===== src/rtl/tpu_pkg.sv =====
// Shared TPU types and default sizing: sequencer state encoding, array
// geometry and the wavefront drain length.
package tpu_pkg;

    localparam int unsigned TPU_ARRAY_SIZE = 4;
    localparam int unsigned TPU_K_MAX      = 16;
    localparam int unsigned TPU_DRAIN_LEN  = 3 * TPU_ARRAY_SIZE - 1;

    typedef enum logic [2:0] {
        IDLE,
        CLEAR,
        FEED,
        DRAIN,
        WRITEBACK,
        DONE
    } seq_state_t;

    // Cycles for the last operand to cross an n x n array and settle.
    function automatic int unsigned drain_cycles(input int unsigned n);
        return 3 * n - 1;
    endfunction

endpackage


===== src/rtl/matmul_sequencer_skew_line.sv =====
// skew_line: STAGES-deep 1-bit shift register with synchronous clear;
// tap i is the input delayed by i+1 cycles.
module skew_line #(
    parameter int unsigned STAGES = 4
) (
    input  logic              clk,
    input  logic              rst,
    input  logic              clr,
    input  logic              din,
    output logic [STAGES-1:0] dout
);

    logic [STAGES-1:0] line_q;
    logic [STAGES-1:0] line_d;

    always_comb begin
        line_d = '0;
        if (!clr) begin
            line_d = (line_q << 1) | STAGES'(din);
        end
    end

    always_ff @(posedge clk) begin
        if (rst) begin
            line_q <= '0;
        end else begin
            line_q <= line_d;
        end
    end

    assign dout = line_q;

endmodule


===== src/rtl/matmul_sequencer.sv =====
// matmul_sequencer: cycle-accurate schedule for one systolic matrix multiply
// (clear, feed, drain, write-back). Optional cycle counter: TPU_SEQ_PERF_EN.
module matmul_sequencer
    import tpu_pkg::*;
#(
    parameter int unsigned ARRAY_SIZE = TPU_ARRAY_SIZE,
    parameter int unsigned K_MAX      = TPU_K_MAX,
    parameter int unsigned ADDR_W     = $clog2(K_MAX)
) (
    input  logic                          clk,
    input  logic                          rst,
    input  logic                          start,
    input  logic [$clog2(K_MAX+1)-1:0]    k_len,
    output logic                          busy,
    output logic                          done,
    output logic                          acc_clr,
    output logic                          rd_en,
    output logic [ADDR_W-1:0]             rd_addr,
    output logic [ARRAY_SIZE-1:0]         lane_en_top,
    output logic [ARRAY_SIZE-1:0]         lane_en_left,
    output logic                          matmul,
    output logic                          wb_en,
    output logic [$clog2(ARRAY_SIZE)-1:0] wb_row
`ifdef TPU_SEQ_PERF_EN
   ,output logic [31:0]                   perf_cycles
`endif
);

    localparam int unsigned KLEN_W    = $clog2(K_MAX + 1);
    localparam int unsigned WB_W      = $clog2(ARRAY_SIZE);
    localparam int unsigned DRAIN_LEN = drain_cycles(ARRAY_SIZE);
    localparam int unsigned CNT_MAX   = (K_MAX > DRAIN_LEN)
                                        ? ((K_MAX > ARRAY_SIZE) ? K_MAX : ARRAY_SIZE)
                                        : ((DRAIN_LEN > ARRAY_SIZE) ? DRAIN_LEN : ARRAY_SIZE);
    localparam int unsigned CNT_W     = $clog2(CNT_MAX + 1);

    seq_state_t          state_q, state_d;
    logic [CNT_W-1:0]    cnt_q, cnt_d;
    logic [KLEN_W-1:0]   k_eff_q, k_eff_d;
    logic                busy_q, busy_d;
    logic                done_q, done_d;
    logic                acc_clr_q, acc_clr_d;
    logic                rd_en_q, rd_en_d;
    logic [ADDR_W-1:0]   rd_addr_q, rd_addr_d;
    logic                matmul_q, matmul_d;
    logic                wb_en_q, wb_en_d;
    logic [WB_W-1:0]     wb_row_q, wb_row_d;

    logic                accept;
    logic [KLEN_W-1:0]   k_sat;
    logic [CNT_W-1:0]    feed_last;

    assign accept    = (state_q == IDLE) && start;
    assign k_sat     = (k_len > KLEN_W'(K_MAX)) ? KLEN_W'(K_MAX) : k_len;
    assign feed_last = CNT_W'(k_eff_q) - CNT_W'(1);

    // Outputs are decoded from the next state so they line up with it once registered.
    always_comb begin
        state_d = state_q;
        cnt_d   = cnt_q;
        k_eff_d = k_eff_q;
        unique case (state_q)
            IDLE: begin
                if (accept) begin
                    k_eff_d = k_sat;
                    state_d = (k_sat == '0) ? DONE : CLEAR;
                end
            end
            CLEAR: begin
                state_d = FEED;
                cnt_d   = '0;
            end
            FEED: begin
                if (cnt_q == feed_last) begin
                    state_d = DRAIN;
                    cnt_d   = '0;
                end else begin
                    cnt_d = cnt_q + CNT_W'(1);
                end
            end
            DRAIN: begin
                if (cnt_q == CNT_W'(DRAIN_LEN - 1)) begin
                    state_d = WRITEBACK;
                    cnt_d   = '0;
                end else begin
                    cnt_d = cnt_q + CNT_W'(1);
                end
            end
            WRITEBACK: begin
                if (cnt_q == CNT_W'(ARRAY_SIZE - 1)) begin
                    state_d = DONE;
                    cnt_d   = '0;
                end else begin
                    cnt_d = cnt_q + CNT_W'(1);
                end
            end
            DONE: begin
                state_d = IDLE;
            end
            default: begin
                state_d = IDLE;
            end
        endcase

        busy_d    = (state_d != IDLE);
        done_d    = (state_d == DONE);
        acc_clr_d = (state_d == CLEAR);
        rd_en_d   = (state_d == FEED);
        matmul_d  = (state_d == FEED) || (state_d == DRAIN);
        wb_en_d   = (state_d == WRITEBACK);
        rd_addr_d = (state_d == FEED) ? ADDR_W'(cnt_d) : rd_addr_q;
        wb_row_d  = (state_d == WRITEBACK) ? WB_W'(cnt_d) : wb_row_q;
    end

    always_ff @(posedge clk) begin
        if (rst) begin
            state_q   <= IDLE;
            cnt_q     <= '0;
            k_eff_q   <= '0;
            busy_q    <= 1'b0;
            done_q    <= 1'b0;
            acc_clr_q <= 1'b0;
            rd_en_q   <= 1'b0;
            rd_addr_q <= '0;
            matmul_q  <= 1'b0;
            wb_en_q   <= 1'b0;
            wb_row_q  <= '0;
        end else begin
            state_q   <= state_d;
            cnt_q     <= cnt_d;
            k_eff_q   <= k_eff_d;
            busy_q    <= busy_d;
            done_q    <= done_d;
            acc_clr_q <= acc_clr_d;
            rd_en_q   <= rd_en_d;
            rd_addr_q <= rd_addr_d;
            matmul_q  <= matmul_d;
            wb_en_q   <= wb_en_d;
            wb_row_q  <= wb_row_d;
        end
    end

    // Both edges see the same read strobe; the buffers share one read latency.
    skew_line #(.STAGES(ARRAY_SIZE)) u_skew_top (
        .clk  (clk),
        .rst  (rst),
        .clr  (acc_clr_q),
        .din  (rd_en_q),
        .dout (lane_en_top)
    );

    skew_line #(.STAGES(ARRAY_SIZE)) u_skew_left (
        .clk  (clk),
        .rst  (rst),
        .clr  (acc_clr_q),
        .din  (rd_en_q),
        .dout (lane_en_left)
    );

`ifdef TPU_SEQ_PERF_EN
    logic [31:0] perf_q, perf_d;

    always_comb begin
        perf_d = perf_q;
        if (accept) begin
            perf_d = '0;
        end else if (busy_q && (perf_q != '1)) begin
            perf_d = perf_q + 32'd1;
        end
    end

    always_ff @(posedge clk) begin
        if (rst) begin
            perf_q <= '0;
        end else begin
            perf_q <= perf_d;
        end
    end

    assign perf_cycles = perf_q;
`endif

    assign busy    = busy_q;
    assign done    = done_q;
    assign acc_clr = acc_clr_q;
    assign rd_en   = rd_en_q;
    assign rd_addr = rd_addr_q;
    assign matmul  = matmul_q;
    assign wb_en   = wb_en_q;
    assign wb_row  = wb_row_q;

endmodule


===== config.mk =====
export PLATFORM = sky130hd
export DESIGN_NAME = matmul_sequencer
export DESIGN_NICKNAME = d
export VERILOG_FILES = /design/src/rtl/tpu_pkg.sv /design/src/rtl/matmul_sequencer_skew_line.sv /design/src/rtl/matmul_sequencer.sv
export SDC_FILE = /design/constraint.sdc
export NUM_CORES = 1
export LEC_CHECK = 0
export CORE_ASPECT_RATIO = 1.25
export CORE_UTILIZATION = 45
export CTS_CLUSTER_DIAMETER = 60
export CTS_CLUSTER_SIZE = 28
export DETAILED_ROUTE_END_ITERATION = 10
export PLACE_DENSITY = 0.71
export SYNTH_ARGS = -nofsm -noshare
export SYNTH_HDL_FRONTEND = slang
export SYNTH_HIERARCHICAL = 1
export SYNTH_SLANG_ARGS = --single-unit

===== constraint.sdc =====
create_clock -name clk -period 6.9 [get_ports clk]
set_clock_uncertainty 0.2 [all_clocks]
set_input_delay 1.38 -clock clk [delete_from_list [all_inputs] [get_ports clk]]
set_output_delay 1.38 -clock clk [all_outputs]
set_load 0.03 [all_outputs]

# Word level (Yosys, flattened, before mapping)
# Index checks and enable logic that the tools add are counted.
# classes
add_sub_neg	2
n_mul	0
div	0
order_cmp	1
eq_ne	12
shifts	0
n_mux	11
bitwise_logic	2
n_reduce_logical	8
# ops
operator	n
5-bit two-way mux	4
5-bit one-hot mux with 4 select lines	1
3-bit two-way mux	5
3-bit one-hot mux with 5 select lines	1
3-bit by 2-bit equality test with 1-bit output (second input constant)	4
3-bit equality test (second input constant)	3
4-bit by 1-bit bitwise OR with 4-bit output	2
3-bit by 1-bit equality test with 1-bit output (second input constant)	2
5-bit by 1-bit adder with 5-bit output (second input constant)	1
5-bit by 2-bit equality test with 1-bit output (second input constant)	1
5-bit by 4-bit equality test with 1-bit output (second input constant)	1
5-bit equality test	1
5-bit greater-than comparator (second input constant)	1
5-bit zero test	1
5-bit by 1-bit subtractor with 5-bit output (second input constant)	1
4-bit nonzero test	1
3-bit zero test	1
3-bit nonzero test	1
2-bit AND reduction	1
2-bit OR reduction	1
1-bit logical AND	1
1-bit logical OR	1
# totals
reg_bits	33
latchBits	0
ram_bits	0
rom_bits	0
input_bits	8
output_inout_bits	20
word_cells	50
memories	0

# Longest topological paths before layout
# depth
depth_word	8
mapped_depth	8

# Cells and area by module
# The synthesis kept the hierarchy.
# by_module_without_submodules
mod	n_inst	cells_each	area_each_um2	seq_area_each_um2
matmul_sequencer	1	147	1263.7	500.5
skew_line	2	8	110.1	80.1

# Least setup slack after synthesis
# No wires, ideal clock.
# synth_path
path_type	input port to flip-flop
from	in k_len[1]
to	reg done_q (netlist: done)
setup_time_ns	0.065
t_arrival_ns	2.246
t_required_ns	6.635
setup_slack_ns	4.389
stages	6
cell_sequence	nor4_1 nand3b_1 nand2b_1 a21oi_1 or2_2 nor2_1
# synth_via
elab_chain_cells	7
# synth_rtl
element	line	source
from (decl)	matmul_sequencer.sv:13	input logic [$clog2(K_MAX+1)-1:0] k_len,
5-bit greater-than comparator	matmul_sequencer.sv:54	assign k_sat = (k_len > KLEN_W'(K_MAX)) ? KLEN_W'(K_MAX) : k_len;
5-bit two-way mux *	matmul_sequencer.sv:54	
5-bit zero test *	matmul_sequencer.sv:66	state_d = (k_sat == '0) ? DONE : CLEAR;
3-bit two-way mux *	matmul_sequencer.sv:66	
3-bit two-way mux *	matmul_sequencer.sv:64	if (accept) begin
3-bit one-hot mux with 5 select lines *	matmul_sequencer.sv:62	unique case (state_q)
3-bit equality test *	matmul_sequencer.sv:106	done_d = (state_d == DONE);
to (signal assigned)	matmul_sequencer.sv:133	done_q <= done_d;
to (decl)	matmul_sequencer.sv:41	logic done_q, done_d;
# Every way passes the cells marked *; elsewhere a longest branch is shown, timed or not.
# A chain may end at the register's enable or synchronous reset.

# Worst setup path after layout
# layout_path
from	reg acc_clr_q (netlist: acc_clr)
to	out acc_clr
# layout_rtl
element	line	source
from (decl)	matmul_sequencer.sv:42	logic acc_clr_q, acc_clr_d;
from (signal assigned)	matmul_sequencer.sv:134	acc_clr_q <= acc_clr_d;
to (decl)	matmul_sequencer.sv:16	output logic acc_clr,
# No word-level cell between the ends.

==> flow_summary.toml <==
[detailed_routing]
drtIter0Drc = 30
count_of_vias_placed_by_the_detailed_router = 1216
antenna_violating_nets_post_route = 0
route.detailed.wl_per_inst_um = 12.68
drt-pass1-iter-count = 4
drc = 0
detail_route.wirelength_um = 2890
drt-vias-per-instance = 5.333

[clock_network]
htree_num_levels = 2
clock_insertion_delay_worst_skew_ns = 0.33
clockBufferDepth = 2
cts_post_setup_buffers_inserted = 0
clk_slew_on_worst_s_h_paths_ns = 0.10
cts.sink_count = 33
tritoncts = "built"
cts_resized = 0
ctsHoldBuffers = 0
cts_root_buffer = "sky130_fd_sc_hd__clkbuf_4"
cts-buffers-inserted = 5

[global_routing]
track_usage_pct = 19.58
globalRouteOverflowTotal = 0
antenna_found_initial = 0
grt_start_max_net_pins = 29
vias_in_the_first_global_route = 1155
grt_pass1_wl_um = 4974

[power_and_ir_drop]
vdd.ir_drop.worst_uv = 163.2
sequentialPowerShare_pct = 49.6
netSwitchingFraction_pct = 25.27
gate_power_share_pct = 14.7
internal_power_uw = 311.2
power.net_switching_uw = 105.2
p_leak_nw = 0.7095
clockPowerShare_pct = 35.7
powerDensity_mw_per_mm2 = 223.8

[critical_path]
startpoint_type = "flop"
critical_path.endpoint = "acc_clr"
rr_worst_depth = 8
worst-r2r-setup-slack_ns = 4.28
cp.buffers_inverters = 1
critPathSlowestCell = "sky130_fd_sc_hd__clkdlybuf4s50_1"
critPathMaxStageDelay_ns = 0.73
worst_setup_path_end_kind = "primary output"
critPathTopFamily = "buffers and inverters"
cp.arrival_ns = 1.55
rr_startpoint = "k_eff_q[0]"
critical_path.max_fanout = 9
timing.critical_path.depth = 1
crit-reg2reg-capture = "rd_addr[3]"
crit_required_ns = 5.32
worstSetupStartpoint = "acc_clr"
cp_cell_sequence = "clkdlybuf4s50_1"
setup.worst_path.class = "flop to primary output"

[synth]
postSynthNetCount = 174
synthCells = 163
synth.ff_latch_count = 33
yosys_most_used_dff = "sky130_fd_sc_hd__dfxtp_1"
synth.cell_area_sq_mm = 0.001484
synth.avg_cell_area_sq_um = 9.104
yosysSeqAreaShare_pct = 44.52
synth_top_cell_area_share_pct = 44.52
synthTopCellsByArea = "sky130_fd_sc_hd__dfxtp_1 45%, sky130_fd_sc_hd__nor3b_1 6.6%, sky130_fd_sc_hd__nor2_1 4.3%"
number_of_enable_type_register_cells_in_the_synthesized_netlist = 0
synthArstFlopShare_pct = 0
synthDistinctLibCells = 41
synth.largest_area_cell = "sky130_fd_sc_hd__dfxtp_1"
synth_warnings = 6

[die]
core.rowCount = 22
fp.dieArea_sq_mm = 0.003533
core-area_sq_mm = 0.003028
effective_utilization_at_floorplan_pct = 49.01
num_io_pins = 28
fp.dieW_um = 53.36
die_height_um = 66.21

[sta]
report.final.slew_viol_count = 0
post-route-period-util_pct = 45.41
max_freq_ghz = 0.3191
setup_tns_ns = 0
finalSetupViolations = 0
timing.final.hold_violations = 0
rsz_0062_raised_after_global_routing = "false"
finalWorstPathRequiredPeriod_ns = 3.134
max_slew.worst_pin.slew_ns = 0.9643
slew_headroom_pct = 35.51

[run_status]
status = "finished clean"

[layout]
num-fill-cells = 274
design.final.nets = 202
seqCellArea_sq_um = 660.6
drive_above_1_share_pct = 6.771
finish.cell_count_without_fillers = 228
area_of_the_multi_input_gates_sq_um = 769.5
n_antenna_cell = 0
syn2layout_area_growth_pct = 25.38

[placement]
numPlacedInstances = 220
place.gp.congestion = 0.8164
port_buffers = 27
detailedPlacementHpwl_um = 2112

[flow_run]
cap_violations = 0

[hold_path]
min_from = "wb_row[1]"
hold_path_class = "flop to flop"
how the worst min path moves through the flow:
stage	to	slack, ns	depth (start not counted)
2_1_floorplan	k_eff_q[4]	0.25	2
3_3_place_gp	wb_row[1]	0.25	2
3_5_place_dp	wb_row[1]	0.25	2
4_1_cts	wb_row[1]	0.27	2
5_1_grt	u_skew_top/dout[3]	0.28	1
6_report	wb_row[1]	0.26	2
sequential cells by signal (all words and copies together), names as in the netlist:
register,cells
wb_en,1
busy,1
state_q,3
u_skew_left/dout,4
matmul,1
k_eff_q,5
cnt_q,5
done,1
rd_en,1
acc_clr,1
wb_row,2
rd_addr,4
u_skew_top/dout,4
placed cells by master (no fill, tap or decap), drive strengths merged, types with 3 or more instances in the layout:
master,instances
a21oi,12
nor2b,4
xor2,4
xnor2,4
inv,8
nand3,3
clkbuf,7
nand2,10
nor3b,13
nor3,4
dfxtp,33
nor2,17
nand2b,7
clkdlybuf4s50,27
nand3b,3
ha,3
o21ai,3
per-stage QoR:
step                worst slack [ns]  total power [mW]  hold slack [ns]  utilization (%)  area (sq um)
detailed placement             3.488            0.2721           0.2527            58.64          1775
CTS                            3.757            0.4204           0.2674            61.45          1861
finish                         3.766            0.4164           0.2643            61.45          1861
global route                   3.689            0.4357           0.2752            61.45          1861
global placement               3.622            0.2708           0.2458            58.64          1775
floorplan                      4.389            0.2509           0.2496                -          1484
power groups by stage:
stage                     clock [mW]  combinational (mW)  sequential, mW
final                          0.149              0.0612           0.207
after global routing           0.160              0.0678           0.208
after CTS                      0.152              0.0615           0.207
after detailed placement           0              0.0611           0.211
after global placement             0              0.0603           0.211
after floorplan                    0              0.0349           0.216
kinds of logic (layout without fill, tap and decap cells):
| group | after synthesis | in the layout | share of synthesized area (%) |
|---|---|---|---|
| buffers and inverters | 14 | 43 | 3.626 |
| adder cells (fa/ha/maj) | 3 | 3 | 2.530 |
| flip-flops | 33 | 33 | 44.52 |
| AND/OR/NAND/NOR | 76 | 76 | 30.44 |
| XOR/XNOR | 8 | 8 | 4.721 |
| AO/OA/AOI/OAI | 29 | 29 | 14.17 |
layout make-up:
cell class / count / share of cell area (%)
Clock buffer: 7 / 2.959
Clock inverter: 1 / 1.614
Inverter: 8 / 1.614
Multi-Input combinational cell: 116 / 41.36
Sequential cell: 33 / 35.51
Tap cell: 36 / 2.421
Timing Repair Buffer: 27 / 14.53
metal layers:
metal,up-vias,routed length (um),part of all wire [%],track usage [%]
li1,627,-,-,-
met1,549,1228,42,20.79
met2,33,1448,50,33.75
met3,7,149,5.2,6.437
met4,0,63,2.2,9.211
met5,-,0,0,0
synth_stat cells, types with 4 or more instances:
cell	number
sky130_fd_sc_hd__a21oi_1	12
sky130_fd_sc_hd__clkbuf_1	5
sky130_fd_sc_hd__dfxtp_1	33
sky130_fd_sc_hd__inv_1	8
sky130_fd_sc_hd__nand2_1	10
sky130_fd_sc_hd__nand2b_1	7
sky130_fd_sc_hd__nor2_1	17
sky130_fd_sc_hd__nor2b_1	4
sky130_fd_sc_hd__nor3_1	4
sky130_fd_sc_hd__nor3b_1	13
sky130_fd_sc_hd__xnor2_1	4
sky130_fd_sc_hd__xor2_1	4
Power figures use the tool's default switching activity.
